==> src/rtl/regfile_writeback_queue.sv <==
// Writeback queue in front of the 32x32 register file write port: buffers ALU and
// memory writebacks in program order, drains one per cycle, and forwards queued data.
module regfile_writeback_queue #(
  parameter int DEPTH = 4,
  parameter int AW    = 2
) (
  input  logic          clk,
  input  logic          rst,
  input  logic          mem_valid,
  input  logic [4:0]    mem_reg,
  input  logic [31:0]   mem_data,
  output logic          mem_ready,
  input  logic          alu_valid,
  input  logic [4:0]    alu_reg,
  input  logic [31:0]   alu_data,
  output logic          alu_ready,
  output logic          RegWrite,
  output logic [4:0]    WriteReg,
  output logic [31:0]   WriteD,
  input  logic [4:0]    q_reg1,
  output logic          q_hit1,
  output logic [31:0]   q_data1,
  input  logic [4:0]    q_reg2,
  output logic          q_hit2,
  output logic [31:0]   q_data2,
  output logic [AW:0]   count
);

  localparam logic [AW:0] DEPTH_C = (AW+1)'(DEPTH);

  logic [DEPTH-1:0][4:0]  ent_reg_q, ent_reg_d;
  logic [DEPTH-1:0][31:0] ent_data_q, ent_data_d;
  logic [AW-1:0]          head_q, head_d, tail_q, tail_d, wr_ptr;
  logic [AW:0]            count_q, count_d, free;
  logic                   mem_push, alu_push, pop;

  always_comb begin
    // Free space is taken before this cycle's pop; the drain is not credited.
    free      = DEPTH_C - count_q;
    mem_ready = ~rst & (free != '0);
    alu_ready = ~rst & ((free > (AW+1)'(1)) | (~mem_valid & (free != '0)));
    mem_push  = mem_valid & mem_ready & (mem_reg != '0);
    alu_push  = alu_valid & alu_ready & (alu_reg != '0);
    pop       = (count_q != '0);

    ent_reg_d  = ent_reg_q;
    ent_data_d = ent_data_q;
    wr_ptr     = tail_q;
    if (mem_push) begin
      ent_reg_d[wr_ptr]  = mem_reg;
      ent_data_d[wr_ptr] = mem_data;
      wr_ptr             = wr_ptr + AW'(1);
    end
    if (alu_push) begin
      ent_reg_d[wr_ptr]  = alu_reg;
      ent_data_d[wr_ptr] = alu_data;
      wr_ptr             = wr_ptr + AW'(1);
    end
    tail_d  = wr_ptr;
    head_d  = pop ? head_q + AW'(1) : head_q;
    count_d = count_q + (AW+1)'(mem_push) + (AW+1)'(alu_push) - (AW+1)'(pop);
  end

  always_ff @(posedge clk or posedge rst) begin
    if (rst) begin
      ent_reg_q  <= '0;
      ent_data_q <= '0;
      head_q     <= '0;
      tail_q     <= '0;
      count_q    <= '0;
    end else begin
      ent_reg_q  <= ent_reg_d;
      ent_data_q <= ent_data_d;
      head_q     <= head_d;
      tail_q     <= tail_d;
      count_q    <= count_d;
    end
  end

  always_comb begin
    RegWrite = pop;
    WriteReg = pop ? ent_reg_q[head_q]  : '0;
    WriteD   = pop ? ent_data_q[head_q] : '0;
    count    = count_q;
  end

  // Scan oldest to youngest so the last match left standing is the youngest.
  function automatic logic [32:0] lookup(input logic [4:0] q);
    logic [32:0]   res;
    logic [AW-1:0] idx;
    res = '0;
    for (int unsigned i = 0; i < DEPTH; i++) begin
      idx = head_q + AW'(i);
      if ((i < 32'(count_q)) && (q != '0) && (ent_reg_q[idx] == q))
        res = {1'b1, ent_data_q[idx]};
    end
    return res;
  endfunction

  always_comb begin
    {q_hit1, q_data1} = lookup(q_reg1);
    {q_hit2, q_data2} = lookup(q_reg2);
  end

endmodule

==> config.mk <==
export PLATFORM = sky130hd
export DESIGN_NAME = regfile_writeback_queue
export DESIGN_NICKNAME = d
export VERILOG_FILES = /design/src/rtl/regfile_writeback_queue.sv
export SDC_FILE = /design/constraint.sdc
export NUM_CORES = 1
export LEC_CHECK = 0
export CORE_MARGIN = 10
export CORE_UTILIZATION = 51
export CTS_CLUSTER_DIAMETER = 200
export CTS_CLUSTER_SIZE = 10
export DETAILED_ROUTE_END_ITERATION = 6
export PLACE_DENSITY = 0.79
export SLEW_MARGIN = 20
export SYNTH_ARGS = -nofsm -noshare
export SYNTH_HDL_FRONTEND = slang
export SYNTH_SLANG_ARGS = --single-unit
==> constraint.sdc <==
create_clock -name clk -period 5.3 [get_ports clk]
set_input_delay 1.06 -clock clk [delete_from_list [all_inputs] [get_ports clk]]
set_output_delay 1.06 -clock clk [all_outputs]
set_load 0.05 [all_outputs]
==> results.tsv <==
stage	metric	value	unit
outcome	outcome	completed	
synth	ys_types	66	
critical_path	cp-start-kind	register	
clocking	postCtsSetupBuffers	0	
detailed_routing	dr.pass1.iters	5	
finish	final_net_count	1584	
synth	synth_top_family_by_area	multiplexers	
job	cap_violations	0	
clocking	ctsHtreeMaxLevel	4	
grt	grt_remaining_overflow	0	
clocking	numCtsBuffers	17	
detailed_routing	ant_nets	0	
grt	antenna_found_initial	4	
synth	synth_top_area_cell	dfrtp_1	
placement	dpl.hpwl	30100	um
power_and_ir_drop	p_leak	0.00740	uW
sta	hold-worst-slack	0.600	ns
power_and_ir_drop	vdd.ir_drop.worst	0.546	mV
finish	drive_gt1_frac	0.241	
detailed_routing	routedWlPerCell	24.2	um
die	num_rows	60	
die	num_io_pins	197	
detailed_routing	drtIter0Drc	1238	
synth	synth_top_area_share	0.277	
clocking	clock_path_buffers	2	
detailed_routing	drt_wl_total	44400	um
synth	synthTopCellsByArea	dfrtp_1 28%, mux4_2 19%, mux2i_1 14%, o21ai_0 6.0%, nand2_1 5.3%	
grt	grt_max_degree	112	
sta	postLayoutSetupSlackWorst	0.253	ns
synth	synth_xor_area_frac	0.0287	
clocking	post_cts_resized	0	
grt	gr-usage-all-layers	0.256	
sta	skew	0.0131	ns
clocking	clkSinkCount	155	
detailed_routing	viasPerCell	6.67	
placement	pre_cts_ws	0.392	ns
critical_path	crit_path_max_fanout	39	
critical_path	r2r_cells	9	
die	die_w	186	um
hold_path	hold_depth	2	
sta	timing.final.hold_violations	0	
synth	synthArstFlopShare	1.00	
sta	period_minus_slack	5.05	ns
finish	synthToLayoutAreaGrowth	24.4	%
placement	port_buffers	196	
critical_path	end_kind	primary output	
die	die_y	186	um
synth	synth-simple-area-share	0.101	
hold_path	holdCritPathClass	register to register	
sta	setup_viol	0	
clocking	hold_buffers	0	
grt	grt_pass1_wl	69300	um
die	start_util	0.519	
synth	synth_fp_nets	1462	
die	dieArea	0.0345	sq mm
clocking	cts_tree	built	
sta	rsz0062_at_grt	false	
synth	synth_adder_area_share	0.0162	
synth	yosys_warnings	0	
finish	fin_area	0.0174	sq mm
critical_path	arrival	3.99	ns
die	core	0.0270	sq mm
clocking	clk_transition_reported_paths	0.07	ns
sta	fin_crit_sh	0.952	
placement	placed_area	0.0168	sq mm
critical_path	criticalPathCategory	register to primary output	
detailed_routing	route.vias.total	12200	
sta	slew_headroom	0.339	
clocking	cts-root-buf	clkbuf_16	
clocking	clk_latency	0.43	ns
sta	slew_violations	0	
synth	syn_area	0.0140	sq mm
power_and_ir_drop	power.density	760	mW/mm^2
synth	syn_area_per_cell	10.3	sq um
synth	synth_seq_cells	155	
synth	synth_ff_type	dfrtp_1	
sta	setup-tns-final	0	ns
synth	synth_edf_count	0	
synth	synth_compound_area_frac	0.165	
sta	worstMarginPinSlew	0.992	ns
grt	grt_pass1_vias	12200	
synth	synthMuxAreaShare	0.360	
synth	ys_seq_area_frac	0.277	
placement	place.gp.congestion	0.907	
sta	clock.fmax	198	MHz
synth	syn_inst	1357	
detailed_routing	drc	0	
critical_path	required	4.24	ns
[final timing paths]
path / start / end / slack, ns
min in group asynchronous: rst / count[0]$_DFF_PP0_ / 1.19
max reg2reg: count[0]$_DFF_PP0_ / count[1]$_DFF_PP0_ / 1.71
max: head_q[0]$_DFFE_PP0N_ / q_data2[8] / 0.25
min reg2reg: ent_data_q[1]$_DFF_PP0_ / ent_data_q[1]$_DFF_PP0_ / 0.60
max in group asynchronous: rst / ent_reg_q[10]$_DFF_PP0_ / 3.02
min: ent_data_q[1]$_DFF_PP0_ / ent_data_q[1]$_DFF_PP0_ / 0.60
[sequential cells by signal, indices dropped and copies added, names as in the netlist]
name	cells
count	3
head_q	2
tail_q	2
ent_data_q	128
ent_reg_q	20
[final cells by class]
class / instances / area (sq um)
antenna: 3 / 7.51
clock buffer: 17 / 425
clock inverter: 15 / 171
fill: 2071 / 9580
inverter: 18 / 72.6
multi-input combinational: 1057 / 9460
sequential: 155 / 3890
tap: 341 / 427
timing repair buffer: 230 / 2990
[cell usage in the layout (no fill, tap or decap), types with 3 or more instances in the layout]
cell type	Yosys	layout
buf_4	13	25
o21ai_1	16	15
mux2_2	14	14
xor2_1	14	14
and2_2	0	4
nor3_1	11	11
ha_1	15	15
diode_2	0	3
a22o_1	3	3
or3_1	4	4
nand2_2	0	4
nand3_1	4	4
a21oi_1	18	18
and2_1	36	32
clkdlybuf4s50_1	0	130
mux2i_1	203	203
xnor2_1	32	32
o21ai_0	168	168
nor2_1	54	52
a211oi_1	3	3
clkinvlp_4	0	3
a221oi_2	29	29
inv_6	0	8
buf_12	0	75
nor2_4	0	3
mux2_4	3	3
a221o_1	3	3
a22oi_1	30	30
o31ai_2	29	29
inv_1	17	16
nand2_1	199	195
dfrtp_1	155	153
mux2i_2	4	4
clkbuf_16	0	17
mux4_2	121	121
[where the power goes]
part,leakage (uW),switching [uW],internal (uW)
logic,0.00521,5230,4190
clock network,0.000286,558,710
registers,0.00191,796,1770
[Yosys cell counts, types with 3 or more instances]
library cell	count
a211oi_1	3
a21oi_1	18
a221o_1	3
a221oi_2	29
a22o_1	3
a22oi_1	30
and2_1	36
buf_1	7
buf_2	37
buf_4	13
buf_6	9
clkbuf_1	58
dfrtp_1	155
ha_1	15
inv_1	17
mux2_2	14
mux2_4	3
mux2i_1	203
mux2i_2	4
mux4_2	121
nand2_1	199
nand3_1	4
nor2_1	54
nor3_1	11
o21ai_0	168
o21ai_1	16
o31ai_2	29
or3_1	4
xnor2_1	32
xor2_1	14
[logic make-up after synthesis]
logic type | count (synthesis)
mux | 347
simple gates | 327
compound gates | 320
flops | 155
buf+inv | 145
xor+xnor | 46
fa+ha+maj | 17
[per-stage QoR]
stage / utilization / power, uW / std cells
floorplan: - / 9070 / 1357
global placement: 0.623 / 11600 / 1801
detailed placement: 0.623 / 11900 / 1801
CTS: 0.645 / 13200 / 1833
global route: 0.645 / 14000 / 1835
finish: 0.645 / 13300 / 1836
[worst max-delay path, cell delays in order, from the launching register on]
cell and delay, ns:
dfrtp_4 0.86, inv_2 0.40, or3_1 0.44, a21oi_1 0.14, nor2_1 0.12, nor2_4 0.76, a22oi_1 0.25, o21ai_0 0.31
buf_12 0.21
[per-layer routing]
| layer | wire (um) | global-route usage |
|---|---|---|
| met1 | 17600 | 0.325 |
| met3 | 3880 | 0.0608 |
| met4 | 1440 | 0.103 |
| met5 | 13 | 0 |
| met2 | 21500 | 0.413 |
(Power assumes the default switching activity.)
==> RTL edit, RTL diff (same flow settings) <==
Change the parameter `DEPTH` from 4 to 2.
--- a/src/rtl/regfile_writeback_queue.sv
+++ b/src/rtl/regfile_writeback_queue.sv
@@ -2,5 +2,5 @@
 // memory writebacks in program order, drains one per cycle, and forwards queued data.
 module regfile_writeback_queue #(
-  parameter int DEPTH = 4,
+  parameter int DEPTH = 2,
   parameter int AW    = 2
 ) (
Check against the original RTL: not equivalent (Yosys sat finds a counterexample within 4 cycles, from zero or initial values and one cycle with rst high).
==> RTL edit against the unedited design <==
Routed wire length shrank 36%; synthesized area is 44% lower; clock skew decreased by 0.0055 ns; first-iteration DRC count is 7.2% lower; worst setup slack better by 0.25 ns; final area is 38% lower; global-route usage is 0.69 points higher; sequential cell count down 75; worst hold slack gained 0.022 ns.
Power is left out: the tool's default activity adds up to more than one toggle a clock period on the data nets, which glitch-free logic cannot reach.
==> RTL edit: results (changes against the unedited design) <==
* Status: complete, no violations
* Wire length of the first global-routing pass: 44.8 mm (-35%)
- The filler cell count in the final layout came to 1,200 (-42%).
* Post-synthesis cell type count: 40 (-39%)
* Hold Startpoint: ent_data_q[28]$_DFF_PP0_
- The transition at the pin with the smallest max-transition slack came to 1.09 ns (+0.103 ns).
- The peak fanout along the critical path came to 34 (-13%).
* Delay contributed by the slowest stage of the critical path: 0.49 ns (-0.37 ns)
* Worst setup path endpoint: q_data2[11]
* R2R Path End: ent_data_q[26]$_DFF_PP0_
- The worst hold path cell count is 2 (unchanged).
- Endpoint with the worst hold slack: ent_data_q[28]$_DFF_PP0_
* H-tree depth: 3 (-1)
* Cell area reported after detailed placement: 0.0104 mm2 (-38%)
- Ranked by total cell area, the synthesized netlist is headed by sky130_fd_sc_hd__dfrtp_1, sky130_fd_sc_hd__mux2i_1, sky130_fd_sc_hd__o2111ai_1.
* Source-to-sink clock delay at the later pin of the worst-skew pair: 0.34 ns (-0.09 ns)
- XOR/XNOR Fraction of Synth Area: 2.33% (-0.54 points)
* Adder and majority cell fraction of the synthesized area: 2.09% (+0.47 points)
- Clock network share of area: 2.87% (-0.55 points)
- Portion of netlist area occupied by mux cells: 15.0% (-21 points)
- Number of buffers created by CTS: 9 (-8)
- Post-DR wirelength/cell: 23.3 um (-3.8%)
- The largest buffer count on any clock path came to 2 (unchanged).
- The signal arrival time at the worst endpoint came to 3.73 ns (-0.26 ns).
- The post-synthesis compound-gate area fraction was 36.4% (+20 points).
- GPL Wtd Cong: 0.885 (-2.5%)
- The initial DRC count came to 1,149 (-7.2%).
* Reg area: 0.00201 mm2 (-48%)
- The largest net degree at the start of global routing came to 71 (-37%).
- The multi-input gate count is 703 (-33%).
- Synth Net Count: 1,027 (-30%)
* Vias in the first global route: 8,163 (-33%)
* Flip-flop count of the largest register, all copies and words added: 64 (-50%)
- Register area share after synthesis: 25.4% (-2.3 points)
* Number of antenna diodes: 0 (-3)
- The final layout net count came to 1,138 (-28%).
- The non-clock buffer area fraction after layout came to 26.4% (+9.2 points).
* Antenna violations before repair: 0 (-4)
- The number of clock buffer instances in the layout was 10 (-7).
- The area taken by multi-input logic gates came to 0.00530 mm2 (-44%).
* Kind of cell adding the most delay to the critical path: buffers and inverters
* Fraction of layout cells with a size suffix above 1: 13.7% (-10 points)
- The number of inverters outside the clock class in the layout was 14 (-4).
* Count of state elements after synthesis: 80 (-48%)
* Total via count in the routed design: 8,873 (-28%)
- Floorplan die width: 144 um (-22%)
* Slowest stage cell on the critical path: sky130_fd_sc_hd__nor4_1
- Register-to-register setup slack: 2.14 ns (+0.43 ns)
* Clock skew after layout: 0.00759 ns (-0.00550 ns)
* Most frequent cells after synthesis: sky130_fd_sc_hd__o2111ai_1, sky130_fd_sc_hd__mux2i_1, sky130_fd_sc_hd__clkbuf_1, sky130_fd_sc_hd__nand2_1, sky130_fd_sc_hd__dfrtp_1
- The global router's overall resource usage came to 26.3% (+0.69 points).
==> RTL edit: cell count changes after synthesis, sizes merged, moves of 30 or more <==
cell,before,now
nand2,199,83
a41oi,0,62
mux4,121,0
o2111ai,2,125
o21ai,185,77
dfrtp,155,80
a32oi,0,31
a221oi,30,0
and2,36,3
mux2i,208,114
==> RTL edit: metal layers <==
layer,track usage (%),routed length [um],vias up
met5,0,0,-
met4,7.50,536,0
met3,6.43,3390,56
met2,42.8,13500,591
met1,33.9,11200,4256
li1,-,-,3970
==> RTL edit: metrics by stage <==
| step | instances | hold slack, ns | setup slack [ns] | util [%] |
|---|---|---|---|---|
| after floorplan | 927 | 0.546 | 1.03 | - |
| after global placement | 1215 | 0.583 | 0.592 | 68.5 |
| after detailed placement | 1215 | 0.610 | 0.507 | 68.5 |
| after CTS | 1231 | 0.621 | 0.527 | 70.6 |
| after global routing | 1231 | 0.646 | 0.413 | 70.6 |
| final | 1231 | 0.623 | 0.505 | 70.6 |
